<file path="src/rtl/ahb_rr_arbiter.sv">
// ahb_rr_arbiter: 16-master AHB round-robin arbiter with lock hold and split masking
module ahb_rr_arbiter #(
  parameter int NMASTERS       = 16,
  parameter int DEFAULT_MASTER = 0
) (
  input  logic                HCLK,
  input  logic                HRESETn,
  input  logic [NMASTERS-1:0] HBUSREQx,
  input  logic [NMASTERS-1:0] HLOCKx,
  input  logic [NMASTERS-1:0] HSPLITx,
  input  logic [1:0]          HTRANS,
  input  logic [1:0]          HRESP,
  input  logic                HREADY,
  output logic [NMASTERS-1:0] HGRANTx,
  output logic [3:0]          HMASTER,
  output logic                HMASTLOCK
);
  localparam int W = $clog2(NMASTERS);
  logic [W-1:0] g_idx, dm, nxt, idx;
  logic [NMASTERS-1:0] mask, split_set, elig;
  logic split, hold, arb, found;
  always_comb begin
    split     = HRESP == 2'b11 && !HREADY;
    split_set = split ? NMASTERS'(1) << dm : '0;
    hold      = (HLOCKx[g_idx] && !mask[g_idx]) || (HTRANS != 2'b00 && HMASTLOCK);
    arb       = split || (HREADY && !hold);
    // the master just split is excluded from the arbitration forced in the same cycle
    elig      = HBUSREQx & ~(mask | split_set);
    nxt       = W'(DEFAULT_MASTER);
    found     = 1'b0;
    idx       = '0;
    for (int i = 1; i <= NMASTERS; i++) begin
      idx = g_idx + W'(i);
      if (!found && elig[idx]) begin
        nxt   = idx;
        found = 1'b1;
      end
    end
  end
  always_ff @(posedge HCLK) begin
    if (!HRESETn) begin
      g_idx     <= '0;
      HGRANTx   <= NMASTERS'(1);
      HMASTER   <= '0;
      HMASTLOCK <= 1'b0;
      dm        <= '0;
      mask      <= '0;
    end else begin
      if (arb) begin
        g_idx   <= nxt;
        HGRANTx <= NMASTERS'(1) << nxt;
      end
      if (HREADY) begin
        HMASTER   <= 4'(g_idx);
        HMASTLOCK <= HLOCKx[g_idx];
        dm        <= W'(HMASTER);
      end
      mask <= (mask & ~HSPLITx) | split_set;
    end
  end
endmodule

</file>
<file path="config.mk">
export PLATFORM = sky130hd
export DESIGN_NAME = ahb_rr_arbiter
export DESIGN_NICKNAME = d
export VERILOG_FILES = /design/src/rtl/ahb_rr_arbiter.sv
export SDC_FILE = /design/constraint.sdc
export NUM_CORES = 1
export LEC_CHECK = 0
export CELL_PAD_IN_SITES_DETAIL_PLACEMENT = 1
export CELL_PAD_IN_SITES_GLOBAL_PLACEMENT = 1
export CORE_MARGIN = 3
export CORE_UTILIZATION = 30
export DETAILED_ROUTE_END_ITERATION = 10
export PLACE_DENSITY_LB_ADDON = 0.15
export REMOVE_ABC_BUFFERS = 1
export SLEW_MARGIN = 20
export SYNTH_ARGS = -nofsm -noshare
export SYNTH_HDL_FRONTEND = slang
export SYNTH_SLANG_ARGS = --single-unit
export TNS_END_PERCENT = 10
</file>
<file path="constraint.sdc">
create_clock -name HCLK -period 5.7 [get_ports HCLK]
set_input_delay 1.14 -clock HCLK [delete_from_list [all_inputs] [get_ports HCLK]]
set_output_delay 1.14 -clock HCLK [all_outputs]
set_load 0.05 [all_outputs]
</file>
* Word-level counts from Yosys, hierarchy flattened
Index checks and enable logic that the tools add are counted.
** Cells by class
- Add/sub/neg operators :: 15
- Magnitude comparators :: 16
- Eq/ne operators :: 1
- Shift-type cells :: 2
- Multiplexer cells :: 68
- Bitwise logic cells :: 6
- Reduce and logical (&&, ||, !) cells :: 40
** Operator list (count)
- 4-bit by 5-bit less-than comparator with 1-bit output, second input constant :: 16
- 1-bit binary-select mux with 4-bit select :: 18
- 4-bit two-way mux :: 16
- 1-bit two-way mux :: 33
- 4-bit adder, second input constant :: 8
- 16-bit AND :: 2
- 16-bit inverter :: 2
- 16-bit OR :: 2
- 1-bit by 4-bit left shift with 16-bit output, first input constant :: 2
- 1-bit logical AND :: 19
- 1-bit zero test :: 18
- 4-bit by 3-bit adder with 4-bit output, second input constant :: 4
- 16-bit two-way mux :: 1
- 4-bit by 2-bit adder with 4-bit output, second input constant :: 2
- 4-bit by 1-bit adder with 4-bit output, second input constant :: 1
- 2-bit equality test, second input constant :: 1
- 1-bit logical OR :: 2
- 2-bit nonzero test :: 1
** Word-level totals
- Bits in registers :: 45
- Input port bits :: 55
- Output and inout bits :: 21
- Logic and storage cells :: 154

* Depth between registers and ports, before layout
Gate-level depths: netlist of the first run.
- Depth in word-level cells :: 55
- Gate-level depth with buffers :: 18
- Mapped depth without buffers :: 13

* Least setup slack after synthesis of the first run
Ideal clock, no wire load.
- Kind :: register to register
- Start :: reg g_idx[1]
- End :: reg HGRANTx[8]
- Setup time :: 0.067 ns
- Arrival time :: 4.743 ns
- Required time :: 5.633 ns
- Setup slack :: 0.890 ns
- Stages on the path, launching flop included :: 16
- Path buffers :: 3
- Clock period less this slack :: 4.810 ns
- Path through :: dfxtp_1 > clkbuf_1 > inv_1 > clkbuf_1 > ha_1 > xnor2_2 > xnor2_2 > a21oi_1 > mux4_2 > or4_1 > buf_4 > or4_4 > o21a_1 > a311oi_2 > or3b_4 > o21ai_2
** Between the ends
- Word-level cells in the longest chain between the ends :: 50
- Elaborated cells between the ends (all ways) :: 119
- Classes of those cells :: 15 x add/sub; 1 x shift; 67 x mux; 36 x reduce/logical
** RTL lines
- start: declaration :: RTL line 19 : logic [W-1:0] g_idx, dm, nxt, idx;
- start signal: assignment :: RTL line 50 : g_idx <= nxt;
- 4-bit by 1-bit adder with 4-bit output :: RTL line 33 : idx = g_idx + W'(i);
- 1-bit binary-select mux with 4-bit select :: RTL line 34 : if (!found && elig[idx]) begin
- 1-bit two-way mux (implied by the code) :: RTL line 34
- 1-bit two-way mux :: RTL line 34
- 1-bit zero test :: RTL line 34
- 1-bit logical AND :: RTL line 34
- 1-bit two-way mux :: RTL line 34
- 1-bit zero test :: RTL line 34
- [34 not listed]
- 1-bit two-way mux :: RTL line 34
- 1-bit zero test :: RTL line 34
- 1-bit logical AND :: RTL line 34
- 1-bit two-way mux :: RTL line 34
- 1-bit zero test :: RTL line 34
- 1-bit logical AND :: RTL line 34
- 4-bit two-way mux :: RTL line 34
- 1-bit by 4-bit left shift with 16-bit output :: RTL line 51 : HGRANTx <= NMASTERS'(1) << nxt;
- end signal: assignment :: RTL line 51
- end: declaration :: RTL line 14 : output logic [NMASTERS-1:0] HGRANTx,
Several ways; a longest one is shown, not always the timed one. The select of a mux whose other input is x is not followed.
A chain may end at the register's enable or synchronous reset.

* Worst setup path in the final report of the first run
- Start :: in HRESP[0]
- End :: reg HGRANTx[9]
** Between the ends
- Word-level cells in the longest chain between the ends :: 55
- Elaborated cells between the ends (all ways) :: 101
- Classes of those cells :: 1 x eq/ne; 1 x shift; 64 x mux; 3 x bitwise; 32 x reduce/logical
** RTL lines
- start: declaration :: RTL line 12 : input logic [1:0] HRESP,
- 2-bit equality test (*) :: RTL line 23 : split = HRESP == 2'b11 && !HREADY;
- 1-bit logical AND (*) :: RTL line 23
- 16-bit two-way mux :: RTL line 24 : split_set = split ? NMASTERS'(1) << dm : '0;
- 16-bit OR :: RTL line 28 : elig = HBUSREQx & ~(mask | split_set);
- 16-bit inverter :: RTL line 28
- 16-bit AND :: RTL line 28
- 1-bit binary-select mux with 4-bit select :: RTL line 34
- 1-bit two-way mux (implied by the code) :: RTL line 34
- [39 not listed]
- 1-bit two-way mux :: RTL line 34
- 1-bit zero test :: RTL line 34
- 1-bit logical AND :: RTL line 34
- 1-bit two-way mux :: RTL line 34
- 1-bit zero test :: RTL line 34
- 1-bit logical AND :: RTL line 34
- 4-bit two-way mux :: RTL line 34
- 1-bit by 4-bit left shift with 16-bit output :: RTL line 51
Every way passes the cells marked *; elsewhere a longest branch is shown, timed or not. The select of a mux whose other input is x is not followed.

==> impl_metrics.json, run 1 <==
{
  "core_area_sq_mm": 0.0169,
  "postCtsHoldBufs": 0,
  "cap_viol_max_count": 0,
  "min_period_ns": 5.44,
  "gp_congestion": 0.905,
  "dp_hpwl_um": 18400,
  "clockBufferDepth": 2,
  "grt_pass1_vias": 5992,
  "wl_per_cell_um": 23.3,
  "initialDrtViolationCount": 439,
  "power_mw": 4.96,
  "via_count": 5802,
  "die_area_sq_mm": 0.0193,
  "synth_cell_types": 87,
  "io_pins": 76,
  "ys_ff_latch": 45,
  "dp_cells": 963,
  "worst-setup-path-type": "in -> reg",
  "path_max_fanout": 8,
  "wl_um": 22600,
  "hold_viol_final": 0,
  "grt_max_degree": 37,
  "cts_tree": "built",
  "htreeDepth": 2,
  "ys_seq_area_frac": 0.170,
  "tns_ns": 0,
  "syn_area_sq_mm": 0.00530,
  "fin_cells": 970,
  "power.density_mw_per_mm2": 743,
  "antenna_left": 0,
  "reg2reg_slack_ns": 0.63,
  "cp-start-kind": "input port",
  "grt_pass1_wl_um": 35100,
  "clock_skew_ns": 0.00485,
  "remaining_drc_errors": 0,
  "ys.flop_type": "dfxtp_1",
  "yosys_warnings": 0,
  "die_h_um": 139,
  "cts_buffers": 5,
  "numPortBuffers": 75,
  "diodes": 0,
  "utilization": 0.394,
  "worst_pin_slew_ns": 1.00,
  "cp_data_required_time_ns": 5.93,
  "syn_inst": 657,
  "maxSlewViolCount": 0,
  "fmax_ghz": 0.184,
  "nets": 812,
  "synth_edf_count": 0,
  "post_synth.cell_area_avg_sq_um": 8.06,
  "dieWidth_um": 139,
  "grt_usage": 0.229,
  "maxSlewHeadroom": 0.330,
  "fill_cells": 2036,
  "antenna_found_initial": 0,
  "ctsResizeCount": 0,
  "clockRootBuffer": "clkbuf_16",
  "crit_arrival_ns": 5.67,
  "grt_overflow_total": 0,
  "setup_viol": 0,
  "hold_path_class": "reg -> reg",
  "ir_drop_v": 0.000284,
  "end_kind": "register",
  "leakage_nw": 2.44,
  "period_share": 0.955,
  "grt_setup_unrepaired": "no",
  "async_flop_share": 0,
  "area_delta_synth_final_pct": 26.1,
  "clk_latency_ns": 0.29,
  "status": "finished clean",
  "clock_sinks": 45,
  "vias_per_cell": 5.98,
  "drive_above_1_share": 0.172,
  "core.rowCount": 47,
  "start_util": 0.313,
  "drt_pre_antenna_iters": 5,
  "post-cts-setup-buffer-count": 0,
  "clk_pin_slew_ns": 0.06
}
-- through the flow --
step / hold slack, ns / instance area (sq um) / setup slack [ns]
6_report: 0.455 / 6680 / 0.255
5_1_grt: 0.475 / 6680 / 0.0375
4_1_cts: 0.457 / 6680 / 0.301
3_5_place_dp: 0.442 / 6520 / 0.0244
3_3_place_gp: 0.444 / 6520 / 0.173
2_1_floorplan: 0.476 / 5110 / 0.0744
-- area by class of cell --
type / count / area [sq um] / share of cell area
clock buffer: 5 / 125 / 0.0187
timing repair buffer: 125 / 1130 / 0.169
clock inverter: 2 / 35.0 / 0.00525
multi-input combinational: 546 / 4110 / 0.616
inverter: 27 / 101 / 0.0152
sequential: 45 / 902 / 0.135
tap: 220 / 275 / 0.0412
-- registers in the layout (all words and copies together) (netlist names) --
name and count:
HGRANTx 16, mask 16, HMASTER 4, dm 4
g_idx 4, HMASTLOCK 1
-- Yosys cell counts, types with 4 or more instances --
master,number,area (sq um)
o32a_1,8,80.1
a21oi_1,45,225
o22ai_1,10,62.6
mux2_2,11,124
nand3b_1,7,52.6
o211ai_1,9,67.6
or2_2,4,25.0
dfxtp_1,45,901
a32oi_1,6,52.6
nor2_1,74,278
nand2b_1,20,125
o21ai_2,4,35.0
clkbuf_1,23,86.3
or4_1,4,30.0
nand4_1,8,50.1
ha_1,7,87.6
buf_4,5,37.5
buf_1,4,15.0
inv_1,25,93.8
mux4_2,29,653
mux2i_1,30,300
nand3_1,18,90.1
buf_2,6,30.0
nand2_1,55,206
xnor2_1,8,70.1
or3_1,4,25.0
nor3b_1,9,67.6
a22o_1,5,43.8
nor2b_1,13,81.3
and3b_1,6,52.6
a211oi_1,8,60.1
o32ai_1,5,43.8
nor4_1,9,56.3
a31oi_1,6,37.5
o21ai_0,22,110
a22oi_1,7,52.6
o31ai_1,4,30.0
nor3_1,19,95.1
-- routing by layer --
metal | part of all wire | wire length [um] | vias up | GRT usage
li1 | - | - | 2701 | -
met1 | 0.45 | 10100 | 2901 | 0.311
met2 | 0.49 | 10900 | 174 | 0.392
met3 | 0.047 | 1070 | 26 | 0.0207
met4 | 0.018 | 395 | 0 | 0.0556
met5 | 0 | 0 | - | 0
-- report_power, final --
part	leakage (nW)	total [mW]	switching, mW	internal (mW)
registers	0.364	0.413	0.0527	0.360
logic	1.99	4.22	2.61	1.61
clock network	0.0797	0.326	0.122	0.204
total	2.44	4.96	2.78	2.18
-- layout by cell type (no fill, tap or decap), drive strengths merged, types with 6 or more instances in the layout --
| cell type | count |
|---|---|
| o21ai | 28 |
| nor3b | 11 |
| nand2b | 20 |
| o32a | 8 |
| xnor2 | 11 |
| inv | 25 |
| a21oi | 45 |
| mux2 | 11 |
| buf | 50 |
| clkdlybuf4s50 | 75 |
| nor2 | 74 |
| nand2 | 55 |
| dfxtp | 45 |
| nand3 | 18 |
| a22oi | 7 |
| o211ai | 9 |
| nand4 | 8 |
| nor2b | 13 |
| nor4 | 10 |
| nand3b | 7 |
| o22ai | 10 |
| mux4 | 30 |
| and3b | 6 |
| mux2i | 30 |
| nor3 | 20 |
| a31oi | 6 |
| a32oi | 6 |
| a211oi | 9 |
| ha | 7 |
-- worst max-delay path: stages --
cell and delay (ns):
clkdlybuf4s50_1 0.60, nand4_1 0.25, nor3_1 0.41, a221oi_1 0.21, mux4_2 0.51, or4_1 0.68, or4_4 0.65, o21a_1 0.23
a311oi_2 0.39, or3b_4 0.48, o21ai_2 0.12
-- worst paths after layout --
kind / from / endpoint / cells after the start
max: HRESP[0] / HGRANTx[9] / 11
min: HGRANTx[13] / HGRANTx[13] / 2
max reg2reg: g_idx[0] / HGRANTx[3] / 14
min reg2reg: HGRANTx[13] / HGRANTx[13] / 2
-- cell families (layout without fill, tap and decap cells) --
family / count (synthesis) / count (layout) / share of synthesized area
AND/OR/NAND/NOR: 274 / 274 / 0.275
AO/OA/AOI/OAI: 177 / 177 / 0.237
multiplexers: 71 / 71 / 0.208
buffers and inverters: 66 / 159 / 0.0532
flip-flops: 45 / 45 / 0.170
XOR/XNOR: 17 / 17 / 0.0402
adder cells (fa/ha/maj): 7 / 7 / 0.0165
Note: power is estimated with default switching activity, not from simulation.
==> run 2, diff against run 1 <==
Settings changed: CAP_MARGIN from default to 30, CORE_ASPECT_RATIO from default to 0.75, PLACE_DENSITY from default to 0.65, PLACE_DENSITY_LB_ADDON 0.15 to default.
==> impl_metrics.json, run 2 (synthesis gave the netlist of run 1 again) <==
{
  "status": "finished clean",
  "numPortBuffers": 75,
  "grtUsageMet2": 0.359,
  "postCtsHoldBufs": 0,
  "grt_overflow_total": 0,
  "initialDrtViolationCount": 508,
  "path_buf_inv": 3,
  "placed_cell_area_sq_mm": 0.00662,
  "io_pins": 76,
  "r2r_end": "HGRANTx[3]",
  "nets": 820,
  "path_cells": "clkdlybuf4s50_1 -> nand4bb_1 -> nor3_1 -> buf_4 -> a21oi_1 -> mux4_2 -> or4_1 -> buf_4 -> or2_1 -> o32a_1 -> o31a_1 -> or3_1 -> o21ai_1",
  "utilization": 0.396,
  "grt_usage": 0.233,
  "maxSlewViolCount": 0,
  "reg2reg_slack_ns": 0.63,
  "crit_arrival_ns": 5.66,
  "ctsResizeCount": 0,
  "min_period_ns": 5.45,
  "post-cts-setup-buffer-count": 0,
  "core_area_sq_mm": 0.0171,
  "via_count": 5916,
  "die_area_sq_mm": 0.0193,
  "power.density_mw_per_mm2": 740,
  "crit_end": "HGRANTx[3]",
  "vias_per_cell": 5.95,
  "grt_pass1_wl_um": 35400,
  "leakage_nw": 2.47,
  "remaining_drc_errors": 0,
  "grt_setup_unrepaired": "no",
  "dieWidth_um": 159,
  "cp_data_required_time_ns": 5.91,
  "htreeDepth": 2,
  "area_delta_synth_final_pct": 27.8,
  "globalRouteMet3Util": 0.0358,
  "clockBufferDepth": 2,
  "cp_top_family": "simple AND/OR/NAND/NOR gates",
  "drive_above_1_share": 0.181,
  "die_h_um": 121,
  "cpPeakStageDelay_ns": 0.61,
  "hold_viol_final": 0,
  "wl_um": 22800,
  "start_util": 0.310,
  "grt_pass1_vias": 5979,
  "grtUsageMet1": 0.352,
  "dp_hpwl_um": 18600,
  "clk_latency_ns": 0.29,
  "clock_sinks": 45,
  "cp-start-kind": "input port",
  "crit_path_top_delay_cell": "clkdlybuf4s50_1",
  "path_max_fanout": 9,
  "cts_buffers": 5,
  "fmax_ghz": 0.183,
  "worst-setup-path-type": "in -> reg",
  "worst-path-stages": 13,
  "period_share": 0.957,
  "clock_skew_ns": 0.00608,
  "reg2regPathDepth": 13,
  "rr_startpoint": "g_idx[0]",
  "end_kind": "register",
  "antenna_found_initial": 1,
  "hold_path_class": "reg -> reg",
  "antenna_left": 0,
  "top_usage_layer": "met2",
  "maxSlewHeadroom": 0.382,
  "ir_drop_v": 0.000255,
  "wl_per_cell_um": 23.0,
  "hold_slack_ns": 0.452,
  "cts_tree": "built",
  "top_regs": "HGRANTx (16), mask (16)",
  "hold_path_depth": 2,
  "clk_pin_slew_ns": 0.06,
  "crit_start": "HRESP[0]",
  "worst_pin_slew_ns": 0.920,
  "design_area_sq_mm": 0.00677,
  "drt_pre_antenna_iters": 5,
  "core.rowCount": 41,
  "clockRootBuffer": "clkbuf_16",
  "gp_congestion": 0.962,
  "setup_viol": 0,
  "cap_viol_max_count": 0,
  "crit_top_cell": "buf_4",
  "layout_common_cells": "75 x clkdlybuf4s50_1, 74 x nor2_1, 56 x buf_4",
  "fill_cells": 2026,
  "diodes": 0,
  "grt_max_degree": 35,
  "layout_commonest_cell": "clkdlybuf4s50_1"
}
-- run 2: through the flow --
stage          power, mW  cells  worst slack [ns]  TNS, ns
3_3_place_gp        4.58    986            0.0679        0
5_1_grt             5.34    994            0.0137        0
2_1_floorplan       3.07    618            0.0744        0
4_1_cts             4.91    994             0.261        0
3_5_place_dp        4.60    987           -0.0206  -0.0505
6_report            5.01    994             0.248        0
-- run 2: worst min-delay path by stage --
stage,start,end,slack [ns]
floorplan,mask[3],mask[3],0.48
global placement,HGRANTx[11],HGRANTx[11],0.44
detailed placement,HGRANTx[11],HGRANTx[11],0.45
CTS,HGRANTx[11],HGRANTx[11],0.46
global route,HGRANTx[13],HGRANTx[13],0.48
finish,HGRANTx[11],HGRANTx[11],0.45
-- run 2: per-layer routing --
| layer | part of all wire | vias to the layer above | wire (um) |
|---|---|---|---|
| met4 | 0.0040 | 0 | 91 |
| met2 | 0.44 | 210 | 10000 |
| met3 | 0.081 | 6 | 1850 |
| met5 | 0 | - | 0 |
| met1 | 0.48 | 2985 | 10900 |
| li1 | - | 2715 | - |
-- run 2: tightest hold or removal path, stage by stage, from the launching register on --
cell     delay [ns]
dfxtp_1        0.31
nand2_1        0.05
o21ai_1        0.05
-- run 2: where the power goes --
| group | switching [mW] | internal [mW] | total, mW |
|---|---|---|---|
| Clock | 0.119 | 0.172 | 0.292 |
| Sequential | 0.0419 | 0.360 | 0.402 |
| Combinational | 2.66 | 1.65 | 4.31 |
-- run 2: area by class of cell --
cell class	count	area, sq um	share of cell area
inverter	27	101	0.0150
sequential	45	902	0.133
timing repair buffer	133	1210	0.178
multi-input combinational	546	4120	0.609
tap	236	295	0.0436
clock buffer	7	143	0.0211
==> run 3, diff against run 2 <==
Settings changed: ABC_AREA from default to 1, PLACE_DENSITY 0.65 to 0.75.
Clock period 5.7 ns to 4.7 ns, I/O delays scaled along.
==> impl_metrics.json, run 3 <==
{
  "cts_tree": "built",
  "yosys.area_share.simple": 0.502,
  "top_regs": "HGRANTx (16), mask (16)",
  "maxSlewViolCount": 0,
  "synth_cell_types": 42,
  "wl_um": 16200,
  "setup_viol": 0,
  "reg2reg_slack_ns": 0.44,
  "maxSlewHeadroom": 0.450,
  "hold_path_depth": 2,
  "cts_buffers": 5,
  "numPortBuffers": 75,
  "initialDrtViolationCount": 371,
  "clk_latency_ns": 0.30,
  "reg2regPathDepth": 26,
  "area_delta_synth_final_pct": 30.9,
  "cp_data_required_time_ns": 4.92,
  "design_area_sq_mm": 0.00536,
  "ys_seq_area_frac": 0.220,
  "synth_top_area_share": 0.220,
  "rr_startpoint": "g_idx[2]",
  "netlist_top_cells_area": "dfxtp_1 22%, nand3_1 17%, nand2_1 13%",
  "synth_commonest_cells": "140 x nand2_1, 140 x nand3_1, 100 x nor2_1, 84 x inv_1, 45 x dfxtp_1",
  "synth-xor-area-share": 0.0125,
  "fill_cells": 1780,
  "clock_skew_ns": 0.00655,
  "die_h_um": 107,
  "antenna_left": 0,
  "vias_per_cell": 5.25,
  "power.density_mw_per_mm2": 754,
  "dp_cells": 949,
  "clockRootBuffer": "clkbuf_16",
  "antenna_found_initial": 0,
  "grt_max_degree": 39,
  "clk_pin_slew_ns": 0.06,
  "synth_top_family_by_area": "simple AND/OR/NAND/NOR gates",
  "period_share": 0.938,
  "leakage_nw": 2.43,
  "ir_drop_v": 0.000301,
  "status": "finished clean",
  "wl_per_cell_um": 16.8,
  "fmax_ghz": 0.227,
  "grt_usage": 0.217,
  "min_from": "HGRANTx[12]",
  "min_period_ns": 4.41,
  "synth_top_area_cell": "dfxtp_1",
  "via_count": 5057,
  "gp_congestion": 0.964,
  "hold_viol_final": 0,
  "grt_pass1_wl_um": 26800,
  "clockBufferDepth": 2,
  "die_area_sq_mm": 0.0151,
  "synth-adder-area-share": 0.0214,
  "layout_common_cells": "137 x nand3_1, 136 x nand2_1, 99 x nor2_1",
  "dp_hpwl_um": 12800,
  "syn_inst": 709,
  "post_synth.cell_area_avg_sq_um": 5.77,
  "grt_pass1_vias": 5225,
  "drive_above_1_share": 0.111,
  "core.rowCount": 36,
  "hold_end": "HGRANTx[12]",
  "remaining_drc_errors": 0,
  "fin_cells": 963,
  "io_pins": 76,
  "core_area_sq_mm": 0.0132,
  "htreeDepth": 2,
  "placed_cell_area_sq_mm": 0.00512,
  "synth_edf_count": 0,
  "crit_arrival_ns": 4.63,
  "end_kind": "register",
  "diodes": 0,
  "worst-setup-path-type": "in -> reg",
  "cp-start-kind": "input port",
  "synthMuxAreaShare": 0,
  "syn_area_sq_mm": 0.00409,
  "worst_pin_slew_ns": 0.819,
  "layout_commonest_cell": "nand3_1",
  "hold_path_class": "reg -> reg",
  "ys_ff_latch": 45,
  "cap_viol_max_count": 0,
  "yosys_warnings": 0,
  "nets": 853,
  "drt_pre_antenna_iters": 5,
  "r2r_end": "HGRANTx[13]",
  "dieWidth_um": 141,
  "path_max_fanout": 8,
  "async_flop_share": 0,
  "clock_sinks": 45,
  "start_util": 0.311,
  "grt_overflow_total": 0,
  "postCtsHoldBufs": 0,
  "utilization": 0.407,
  "ys.flop_type": "dfxtp_1",
  "synth_compound_area_frac": 0.133
}
[run 3: cell types whose count changed after synthesis, moves of 26 or more]
cell and delta:
nand2_1 +85, inv_1 +59, mux2i_1 -30, nor2_1 +26, nand3_1 +122, mux4_2 -29
[run 3: critical path: stages]
cell and delay, ns:
clkdlybuf4s50_1 0.49, nand2_2 0.12, nor3_4 0.21, buf_12 0.16
nand2_2 0.06, nand3_1 0.13, nand3_1 0.13, nand3_1 0.19
nand3_2 0.11, nand2_4 0.13, nand3_4 0.12, nor2_8 0.13
nand4_4 0.13, nor2_8 0.17, nand3_4 0.10, nor2_4 0.14
nand2_2 0.07, nor2_4 0.13, nand3_1 0.14, nand2_1 0.09
nor2_1 0.06, inv_1 0.06, nand2_2 0.10, nor2_2 0.14
nand2_2 0.10, inv_2 0.06, nand3_1 0.07, a21oi_1 0.13
[run 3: routing by layer]
| layer | share of wire | wire (um) | track usage |
|---|---|---|---|
| met5 | 0 | 0 | 0 |
| met4 | 0.0091 | 148 | 0.0408 |
| met3 | 0.071 | 1150 | 0.0464 |
| met2 | 0.43 | 6980 | 0.337 |
| met1 | 0.49 | 7930 | 0.311 |
[run 3: cell families after synthesis]
| kind of cell | count (synthesis) |
|---|---|
| AO/OA/AOI/OAI | 100 |
| XOR/XNOR | 5 |
| AND/OR/NAND/NOR | 433 |
| adder cells (fa/ha/maj) | 7 |
| buffers and inverters | 119 |
| flip-flops | 45 |
[run 3: metrics by stage]
step / hold WS [ns] / power, mW / setup slack (ns) / TNS, ns
2_1_floorplan: 0.453 / 2.52 / -0.0822 / -0.581
3_3_place_gp: 0.458 / 3.44 / -0.0208 / -0.109
3_5_place_dp: 0.465 / 3.52 / -0.113 / -1.31
4_1_cts: 0.479 / 3.90 / 0.187 / 0
5_1_grt: 0.501 / 4.40 / -0.00900 / -0.00900
6_report: 0.471 / 4.04 / 0.289 / 0
[run 3: power by group]
group / switching, mW / internal, mW
sequential: 0.0631 / 0.438
clock: 0.160 / 0.196
combinational: 2.20 / 0.979
total: 2.42 / 1.61
[run 3: what timing repair did]
item                       CTS  global route
setup buffers                0             5
gates resized for setup      0            15
setup endpoints to repair    0            18
[run 3: how the worst max path moves through the flow]
stage / start / end / slack, ns / cells after the start
after floorplan: g_idx[0] / HGRANTx[2] / -0.08 / 26
after global placement: HREADY / HGRANTx[1] / -0.02 / 25
after detailed placement: HRESP[0] / HGRANTx[7] / -0.11 / 26
after CTS: HRESP[0] / HGRANTx[13] / 0.19 / 25
after global routing: HRESP[0] / HGRANTx[8] / -0.009 / 26
final: HRESP[0] / HGRANTx[13] / 0.29 / 28
[run 3: layout make-up]
cell class / count / area [sq um] / share of cell area
multi-input combinational: 546 / 2790 / 0.520
timing repair buffer: 99 / 966 / 0.180
sequential: 45 / 901 / 0.168
inverter: 94 / 353 / 0.0659
tap: 171 / 214 / 0.0399
clock buffer: 6 / 129 / 0.0241
clock inverter: 2 / 10.0 / 0.00187
